`src/rtl/heater_pkg.sv`:
```
// heater_pkg: FSM state type and default sizing constants for the heater lane sequencer
package heater_pkg;
  typedef enum logic [1:0] {IDLE, RAMP_UP, RUN, RAMP_DOWN} heater_state_t;
  localparam int DEF_NUM_LANES = 16;
  localparam int DEF_RAMP_CYCLES = 1024;
  localparam int DEF_WARMUP_CYCLES = 4160;
  localparam int DEF_ERR_CNT_W = 16;
endpackage

```
`src/rtl/heater_lane_warmup.sv`:
```
// heater_lane_warmup: per-lane warmup counter, checker-clear generation and monitored flag
module heater_lane_warmup #(
  parameter int WARMUP_CYCLES = heater_pkg::DEF_WARMUP_CYCLES
) (
  input  logic clk,
  input  logic reset,
  input  logic rel_d,
  input  logic clr,
  output logic err_clear,
  output logic monitored
);
  localparam int CW = WARMUP_CYCLES > 0 ? $clog2(WARMUP_CYCLES + 1) : 1;
  localparam logic [CW-1:0] WL = CW'(WARMUP_CYCLES);
  logic [CW-1:0] cnt_q, cnt_d;
  logic mon_q, mon_d, err_clear_q, err_clear_d;
  // rel_d is the lane's next release state, so the window lines up with the registered lane_reset
  always_comb begin
    cnt_d = !rel_d ? '0 : (cnt_q == WL ? WL : cnt_q + CW'(1));
    mon_d = rel_d && cnt_q == WL;
    err_clear_d = !mon_d || clr;
  end
  always_ff @(posedge clk or posedge reset) begin
    if (reset) begin
      cnt_q <= '0;
      mon_q <= 1'b0;
      err_clear_q <= 1'b1;
    end else begin
      cnt_q <= cnt_d;
      mon_q <= mon_d;
      err_clear_q <= err_clear_d;
    end
  end
  assign err_clear = err_clear_q;
  assign monitored = mon_q;
endmodule

```
`src/rtl/heater_ctrl.sv`:
```
// heater_ctrl: staggered heater lane enable/disable sequencer with warmup-gated sticky error capture
// Option HEATER_CTRL_AUTO_STOP_EN: a newly latched lane error forces ramp-down from RAMP_UP or RUN.
module heater_ctrl
  import heater_pkg::*;
#(
  parameter int NUM_LANES = DEF_NUM_LANES,
  parameter int RAMP_CYCLES = DEF_RAMP_CYCLES,
  parameter int WARMUP_CYCLES = DEF_WARMUP_CYCLES,
  parameter int ERR_CNT_W = DEF_ERR_CNT_W
) (
  input  logic                               clk,
  input  logic                               reset,
  input  logic                               start,
  input  logic                               stop,
  input  logic [$clog2(NUM_LANES+1)-1:0]     target_lanes,
  input  logic                               clear_errors,
  input  logic [NUM_LANES-1:0]               lane_error,
  output logic [NUM_LANES-1:0]               lane_reset,
  output logic [NUM_LANES-1:0]               lane_err_clear,
  output logic [$clog2(NUM_LANES+1)-1:0]     active_lanes,
  output logic                               busy,
  output logic [NUM_LANES-1:0]               err_mask,
  output logic [ERR_CNT_W-1:0]               err_count
);
  localparam int AW = $clog2(NUM_LANES + 1);
  localparam int TW = RAMP_CYCLES > 1 ? $clog2(RAMP_CYCLES) : 1;
  localparam int SW = ERR_CNT_W + AW;
  localparam logic [AW-1:0] NL = AW'(NUM_LANES);
  localparam logic [TW-1:0] RL = TW'(RAMP_CYCLES - 1);
  localparam logic [SW-1:0] CMAX = SW'({ERR_CNT_W{1'b1}});
  heater_state_t state_q, state_d;
  logic [AW-1:0] act_q, act_d, tgt_q, tgt_d, tgt_in;
  logic [TW-1:0] tmr_q, tmr_d;
  logic [NUM_LANES-1:0] lane_reset_q, lane_reset_d, mon, new_err, err_mask_q, err_mask_d;
  logic [ERR_CNT_W-1:0] err_count_q, err_count_d;
  logic [SW-1:0] sum;
  logic busy_q, busy_d, blk_q, halt;
`ifdef HEATER_CTRL_AUTO_STOP_EN
  logic new_err_q;
  always_ff @(posedge clk or posedge reset) begin
    if (reset) new_err_q <= 1'b0;
    else new_err_q <= |new_err;
  end
  assign halt = stop || new_err_q;
`else
  assign halt = stop;
`endif
  always_comb begin
    state_d = state_q;
    act_d = act_q;
    tmr_d = tmr_q;
    tgt_d = tgt_q;
    tgt_in = target_lanes > NL ? NL : target_lanes;
    case (state_q)
      IDLE: if (start && !stop && tgt_in != '0) begin
        state_d = tgt_in == AW'(1) ? RUN : RAMP_UP;
        act_d = AW'(1);
        tmr_d = '0;
        tgt_d = tgt_in;
      end
      RAMP_UP, RUN: if (halt) begin
        act_d = act_q - AW'(1);
        tmr_d = '0;
        state_d = act_q == AW'(1) ? IDLE : RAMP_DOWN;
      end else if (state_q == RAMP_UP) begin
        act_d = tmr_q == RL ? act_q + AW'(1) : act_q;
        tmr_d = tmr_q == RL ? '0 : tmr_q + TW'(1);
        state_d = act_d == tgt_q ? RUN : RAMP_UP;
      end
      default: begin
        act_d = tmr_q == RL ? act_q - AW'(1) : act_q;
        tmr_d = tmr_q == RL ? '0 : tmr_q + TW'(1);
        state_d = act_d == '0 ? IDLE : RAMP_DOWN;
      end
    endcase
    busy_d = state_d != IDLE;
    for (int i = 0; i < NUM_LANES; i++) lane_reset_d[i] = AW'(i) >= act_d;
    // capture is blanked in the clear cycle and the one after, so the checker clear can settle
    new_err = (clear_errors || blk_q) ? '0 : mon & lane_error & ~err_mask_q;
    sum = SW'(err_count_q);
    for (int i = 0; i < NUM_LANES; i++) sum = sum + SW'(new_err[i]);
    err_mask_d = clear_errors ? '0 : err_mask_q | new_err;
    err_count_d = clear_errors ? '0 : (sum > CMAX ? '1 : sum[ERR_CNT_W-1:0]);
  end
  always_ff @(posedge clk or posedge reset) begin
    if (reset) begin
      state_q <= IDLE;
      act_q <= '0;
      tgt_q <= '0;
      tmr_q <= '0;
      lane_reset_q <= '1;
      busy_q <= 1'b0;
      err_mask_q <= '0;
      err_count_q <= '0;
      blk_q <= 1'b0;
    end else begin
      state_q <= state_d;
      act_q <= act_d;
      tgt_q <= tgt_d;
      tmr_q <= tmr_d;
      lane_reset_q <= lane_reset_d;
      busy_q <= busy_d;
      err_mask_q <= err_mask_d;
      err_count_q <= err_count_d;
      blk_q <= clear_errors;
    end
  end
  for (genvar g = 0; g < NUM_LANES; g++) begin : g_lane
    heater_lane_warmup #(.WARMUP_CYCLES(WARMUP_CYCLES)) u_warmup (
      .clk(clk),
      .reset(reset),
      .rel_d(!lane_reset_d[g]),
      .clr(clear_errors),
      .err_clear(lane_err_clear[g]),
      .monitored(mon[g])
    );
  end
  assign lane_reset = lane_reset_q;
  assign active_lanes = act_q;
  assign busy = busy_q;
  assign err_mask = err_mask_q;
  assign err_count = err_count_q;
endmodule

```
`config.mk`:
```
export PLATFORM = sky130hd
export DESIGN_NAME = heater_ctrl
export DESIGN_NICKNAME = d
export VERILOG_FILES = /design/src/rtl/heater_pkg.sv /design/src/rtl/heater_lane_warmup.sv /design/src/rtl/heater_ctrl.sv
export SDC_FILE = /design/constraint.sdc
export NUM_CORES = 1
export LEC_CHECK = 0
export CORE_MARGIN = 2
export CORE_UTILIZATION = 45
export CTS_BUF_LIST = sky130_fd_sc_hd__clkbuf_2
export CTS_CLUSTER_SIZE = 8
export DETAILED_ROUTE_END_ITERATION = 16
export GPL_TIMING_DRIVEN = 0
export HOLD_SLACK_MARGIN = 0.06
export SYNTH_ARGS = -nofsm -noshare
export SYNTH_HDL_FRONTEND = slang
export SYNTH_SLANG_ARGS = --single-unit
export TNS_END_PERCENT = 30
```
`constraint.sdc`:
```
create_clock -name clk -period 22.7 [get_ports clk]
set_clock_uncertainty 0.1 [all_clocks]
set_input_delay 4.54 -clock clk [delete_from_list [all_inputs] [get_ports clk]]
set_output_delay 4.54 -clock clk [all_outputs]
set_load 0.01 [all_outputs]
```
==> impl_metrics.ini, run 1 <==
[run_status]
status = completed

[drt]
vias = 11248
wl_mm = 33.4
wl_per_cell_um = 14.8
drt-pass1-iter-count = 4
route.met2.wl_mm = 15.4
wl_met1_mm = 16.1
dr_wl_met3_mm = 1.31
drc_errors = 0
drt_iter0_drc = 718
ant_nets = 0
viasPerCell = 4.98
top_layer = met4

[setup_path]
startpoint_type = primary input
critical_path.endpoint_type = flop
cp_cell_sequence = clkdlybuf4s50_1 > nor2_1 > clkbuf_1 > nand3_1 > nor2_1 > fa_1 > inv_1 > fa_1 > fa_1 > inv_1 > fa_1 > fa_1 > fa_1 > a21oi_1 > o21bai_1 > a21oi_1 > or3_1 > clkbuf_1 > a21oi_1
cp_num_buf_inv = 5
critPathMaxStageDelay_ps = 720
crit_type = primary input to flop
critPathTopFamily = adder cells
timing.critical_path.mode_cell = fa_1
cp_max_fo = 10
crit_arrival_ps = 11490
required_ps = 23380
cp_slowest_cell = clkbuf_1

[sta]
relSlewSlack_pct = 40.9
rsz0062_at_grt = no
finalSetupViolations = 0
hold_violations = 0
slew_viol_final = 0
finalCritPeriodShare_pct = 47.6
tightest_slew_ps = 887
clock.fmax_mhz = 92.5
fin_crit_ps = 10810
fin_tns_setup_ps = 0

[pwr]
cellPowerDensity_mw_per_mm2 = 100
ir_drop_v = 0.0000675
p_total_w = 0.00180
p_leak_nw = 8.02

[cts]
holdBufCountCts = 0
cts_tree = built
post-cts-setup-buffers = 0
insertion_delay_ps = 930
clock_path_buffers = 3
cts_inserted_buffers = 83
clock-sinks = 312
clkSlewWorstSetupHoldPaths_ps = 100
cts-root-buf = clkbuf_2
cts_resized = 0
ctsHtreeMaxLevel = 3

[run]
drv_cap = 0

[final_layout]
final_nets = 1818
syn_to_final_growth_pct = 15.1
drive_gt1_share_pct = 13.3
fill_cells = 3277

[logic_synthesis]
netlist_top_cells_count = dfrtp_1 (280), nor2_1 (269), nand3_1 (128), xor2_1 (115), nand2_1 (94)
syn_avg_cell_area_um2 = 10.1
syn_area_mm2 = 0.0156
synthMostInstantiatedCell = dfrtp_1
synth_cell_types = 77
synth_edf_count = 0
ys_ff_latch = 312
yosysSeqAreaShare_pct = 50.2
synthFlopType = dfrtp_1
synthTopCellsByArea = dfrtp_1 (45%), nor2_1 (6.5%), xor2_1 (6.4%), dfstp_2 (5.4%), xnor2_1 (4.4%)
syn-num-nets = 1636
yosysTopAreaCellShare_pct = 44.9
synthCells = 1551
async_flop_share_pct = 100
yosysTopAreaCell = dfrtp_1
yosys_warnings = 0

[grt]
grt_pass1_wl_mm = 55.7
grt-ovfl-total = 0
grt_pass1_vias = 11129
grt_usage_pct = 19.0
grt_max_degree = 115
antenna_found_initial = 2

[placement]
routabilityCongestion = 0.842
hpwl_mm = 22.7
portBuffers = 95

[die]
num_io_pins = 96
start_util_pct = 45.4
fp.dieH_um = 190
coreArea_mm2 = 0.0344
die_area_mm2 = 0.0362
rows = 68
die_x_um = 190

[min_path]
hold_class = flop to flop
## through the flow
stage	instance area (um2)	hold WS [ps]	util, %	worst slack (ps)	std cells
finish	18000	404	52.3	11890	2259
global route	18000	424	52.3	11620	2259
CTS	18000	408	52.3	11980	2256
detailed placement	17200	391	50.1	10910	2103
global placement	17100	381	49.9	5460	2101
floorplan	15600	366	-	9480	1551
## state kept, by name (all words and copies together), names as in the netlist
| signal | count |
|---|---|
| tgt_q | 5 |
| g_lane.u_warmup.monitored | 16 |
| err_count | 16 |
| g_lane.u_warmup.cnt_q | 208 |
| state_q | 2 |
| active_lanes | 5 |
| err_mask | 16 |
| busy | 1 |
| lane_reset | 16 |
| tmr_q | 10 |
| g_lane.u_warmup.err_clear | 16 |
| blk_q | 1 |
## final timing paths
check,slack [ps],to,startpoint,cells after the start
max reg2reg,15660,err_count[1],blk_q,18
max in group asynchronous,17510,g_lane[0].u_warmup.err_clear,reset,3
min in group asynchronous,3990,g_lane[1].u_warmup.cnt_q[11],reset,2
min,400,err_mask[2],err_mask[2],1
max,11890,err_count[1],clear_errors,19
min reg2reg,400,err_mask[2],err_mask[2],1
## cell usage in the layout (no fill, tap or decap), types with 8 or more instances in the layout
master           synthesis  final
mux2i_1                 13     13
nand4_1                 18     18
xnor2_1                 78     78
buf_4                   21     21
nor3_1                  17     17
nand3_1                128    128
ha_1                    47     47
nor2_1                 269    269
nor2b_1                  9      9
clkbuf_1                16     16
a21oi_1                 28     28
inv_1                   90     89
clkinv_1                 0     15
o31ai_1                  8      8
nor4_1                  12     12
xor2_1                 115    115
o21ai_0                 28     28
nand2b_1                12     12
nor3b_1                 13     13
nor4b_1                 42     42
dfstp_2                 32     32
clkbuf_2                 1    131
dfrtp_1                280    280
nand2_1                 94     94
and3_1                  55     55
or3_1                   21     21
clkdlybuf4s50_1          0     95
fa_1                    12     12
## power breakdown
| group | switching [W] | leakage [nW] | total [W] | internal [W] |
|---|---|---|---|---|
| registers | 0.0000613 | 4.19 | 0.000694 | 0.000633 |
| clock network | 0.000237 | 0.606 | 0.000400 | 0.000163 |
| logic | 0.000456 | 3.23 | 0.000710 | 0.000254 |
| total | 0.000754 | 8.02 | 0.00180 | 0.00105 |
## worst register-to-register path, cell delays in order (launching register included)
cell and delay, ps:
dfrtp_1 370, nor2_1 370, clkbuf_1 720, nand3_1 200, nor2_1 330, fa_1 480, inv_1 90, fa_1 420
fa_1 550, inv_1 80, fa_1 510, fa_1 520, fa_1 440, a21oi_1 170, o21bai_1 120, a21oi_1 470
or3_1 350, clkbuf_1 440, a21oi_1 150
## area by class of cell
cell class	instances	area (um2)	share of cell area (%)
Sequential cell	312	7850	43.6
Buffer	49	320	1.78
Antenna cell	3	7.51	0.0417
Inverter	92	353	1.96
Clock inverter	23	123	0.682
Timing Repair Buffer	97	1010	5.59
Multi-Input combinational cell	1098	7110	39.5
Clock buffer	130	651	3.62
Tap cell	455	569	3.17
## logic make-up (layout without fill, tap and decap cells)
| kind of cell | count (synthesis) | in the layout | share of synthesized area (%) |
|---|---|---|---|
| other cells | 0 | 3 | 0 |
| flops | 312 | 312 | 50.2 |
| fa+ha+maj | 59 | 59 | 5.30 |
| buf+inv | 141 | 391 | 4.26 |
| xor+xnor | 193 | 193 | 10.8 |
| compound gates | 110 | 110 | 5.07 |
| simple gates | 719 | 719 | 23.2 |
| mux | 17 | 17 | 1.12 |
## routing by layer
layer / up-vias / global-route usage [%]
met5: - / 0
met4: 0 / 6.50
met3: 49 / 4.42
met2: 186 / 29.6
met1: 5391 / 26.3
li1: 5622 / -
No activity file was read; power rests on OpenSTA's default activity.
==> run 2, diff against run 1 <==
Clock period 22.7 ns to 10.51 ns, I/O delays scaled along.
==> impl_metrics.ini, run 2 (synthesis gave the netlist of run 1 again) <==
[run_status]
status = completed

[die]
rows = 68
die_x_um = 190
coreArea_mm2 = 0.0344
start_util_pct = 45.4
fp.dieH_um = 190
die_area_mm2 = 0.0362
num_io_pins = 96

[grt]
grt-ovfl-total = 0
grt_pass1_vias = 11583
antenna_found_initial = 2
grt_max_degree = 42
grt_usage_pct = 19.6
grt_pass1_wl_mm = 57.3

[min_path]
min_path_cells = 1
hold_class = flop to flop
hold_path.startpoint = err_mask[2]
hold_end = err_mask[2]

[cts]
ctsHtreeMaxLevel = 3
holdBufCountCts = 0
cts_inserted_buffers = 82
post-cts-setup-buffers = 0
cts-root-buf = clkbuf_2
insertion_delay_ps = 920
clock_path_buffers = 3
clock-sinks = 312
cts_tree = built
cts_resized = 0
clkSlewWorstSetupHoldPaths_ps = 110

[sta]
setup_ws_ps = 1990
clock.fmax_mhz = 117
finalSetupViolations = 0
holdWs_ps = 406
hold_violations = 0
finalCritPeriodShare_pct = 81.1
rsz0062_at_grt = no
tightest_slew_ps = 856
slew_viol_final = 0
relSlewSlack_pct = 42.9
fin_tns_setup_ps = 0
fin_crit_ps = 8520

[setup_path]
crit_arrival_ps = 9170
r2r_start = blk_q
startpoint_type = primary input
required_ps = 11160
crit_type = primary input to flop
critical_path.endpoint_type = flop
reg2reg_slack_ps = 3300
cp_max_fo = 10
r2r-end = err_count[1]
reg2reg_depth = 18

[drt]
vias = 11443
drt_iter0_drc = 568
viasPerCell = 5.06
ant_nets = 0
wl_mm = 33.6
drc_errors = 0
wl_per_cell_um = 14.9
drt-pass1-iter-count = 5

[final_layout]
largest_register = g_lane.u_warmup.cnt_q
final_util_pct = 52.6
largest_reg_flops = 208
final_nets = 1823
final_cell_mix = dfrtp_1 (280), nor2_1 (269), nand3_1 (128)
final_common_cell = dfrtp_1
multiInputGateArea_mm2 = 0.00711
drive_gt1_share_pct = 13.2
syn_to_final_growth_pct = 15.7
seqCellArea_mm2 = 0.00785
fill_cells = 3214

[placement]
hpwl_mm = 23.5
portBuffers = 95
dp_slack_ps = 1080
routabilityCongestion = 0.817

[pwr]
ir_drop_v = 0.000121
cellPowerDensity_mw_per_mm2 = 215
p_leak_nw = 8.04

[run]
drv_cap = 0
[run 2: how the worst max path moves through the flow]
stage | from | to
after floorplan | clear_errors | err_count[1]
after global placement | clear_errors | err_count[1]
after detailed placement | clear_errors | err_count[1]
after CTS | clear_errors | err_count[1]
after global routing | clear_errors | err_count[1]
final | clear_errors | err_count[1]
[run 2: metrics by stage]
stage / instance area, um2 / power [W] / std cells
2_1_floorplan: 15600 / 0.00260 / 1551
3_3_place_gp: 17100 / 0.00306 / 2101
3_5_place_dp: 17300 / 0.00308 / 2109
4_1_cts: 18100 / 0.00396 / 2259
5_1_grt: 18100 / 0.00420 / 2261
6_report: 18100 / 0.00389 / 2261
[run 2: report_power, final]
part / total, W / switching (W) / internal, W
clock: 0.000849 / 0.000513 / 0.000336
sequential: 0.00150 / 0.000131 / 0.00137
combinational: 0.00154 / 0.000989 / 0.000553
[run 2: cell type report]
type	count	area share, %
clock inverters	28	0.776
clock buffers	122	3.38
inverters	92	1.93
repair buffers	103	6.19
multi-input cells	1098	39.3
plain buffers	49	1.77
well taps	455	3.15
diodes	2	0.0277
flip-flops and latches	312	43.4
[run 2: worst max-delay path: stages]
cell             delay [ps]
clkdlybuf4s50_1         470
nor2_1                  470
clkbuf_1                700
nand3_1                 320
nor2_1                  280
fa_1                    470
inv_1                   100
fa_1                    420
fa_1                    600
inv_1                    80
fa_1                    500
fa_1                    510
fa_1                    440
a21oi_1                 200
o21bai_1                120
a21oi_1                 480
or3_1                   330
clkbuf_1                440
a21oi_1                 140
[run 2: routing by layer]
metal / wire [um] / global-route usage (%) / up-vias / part of all wire, %
li1: - / - / 5626 / -
met1: 15900 / 26.9 / 5563 / 47
met2: 15400 / 30.0 / 194 / 46
met3: 1530 / 4.91 / 60 / 4.5
met4: 818 / 7.30 / 0 / 2.4
met5: 0 / 0 / - / 0
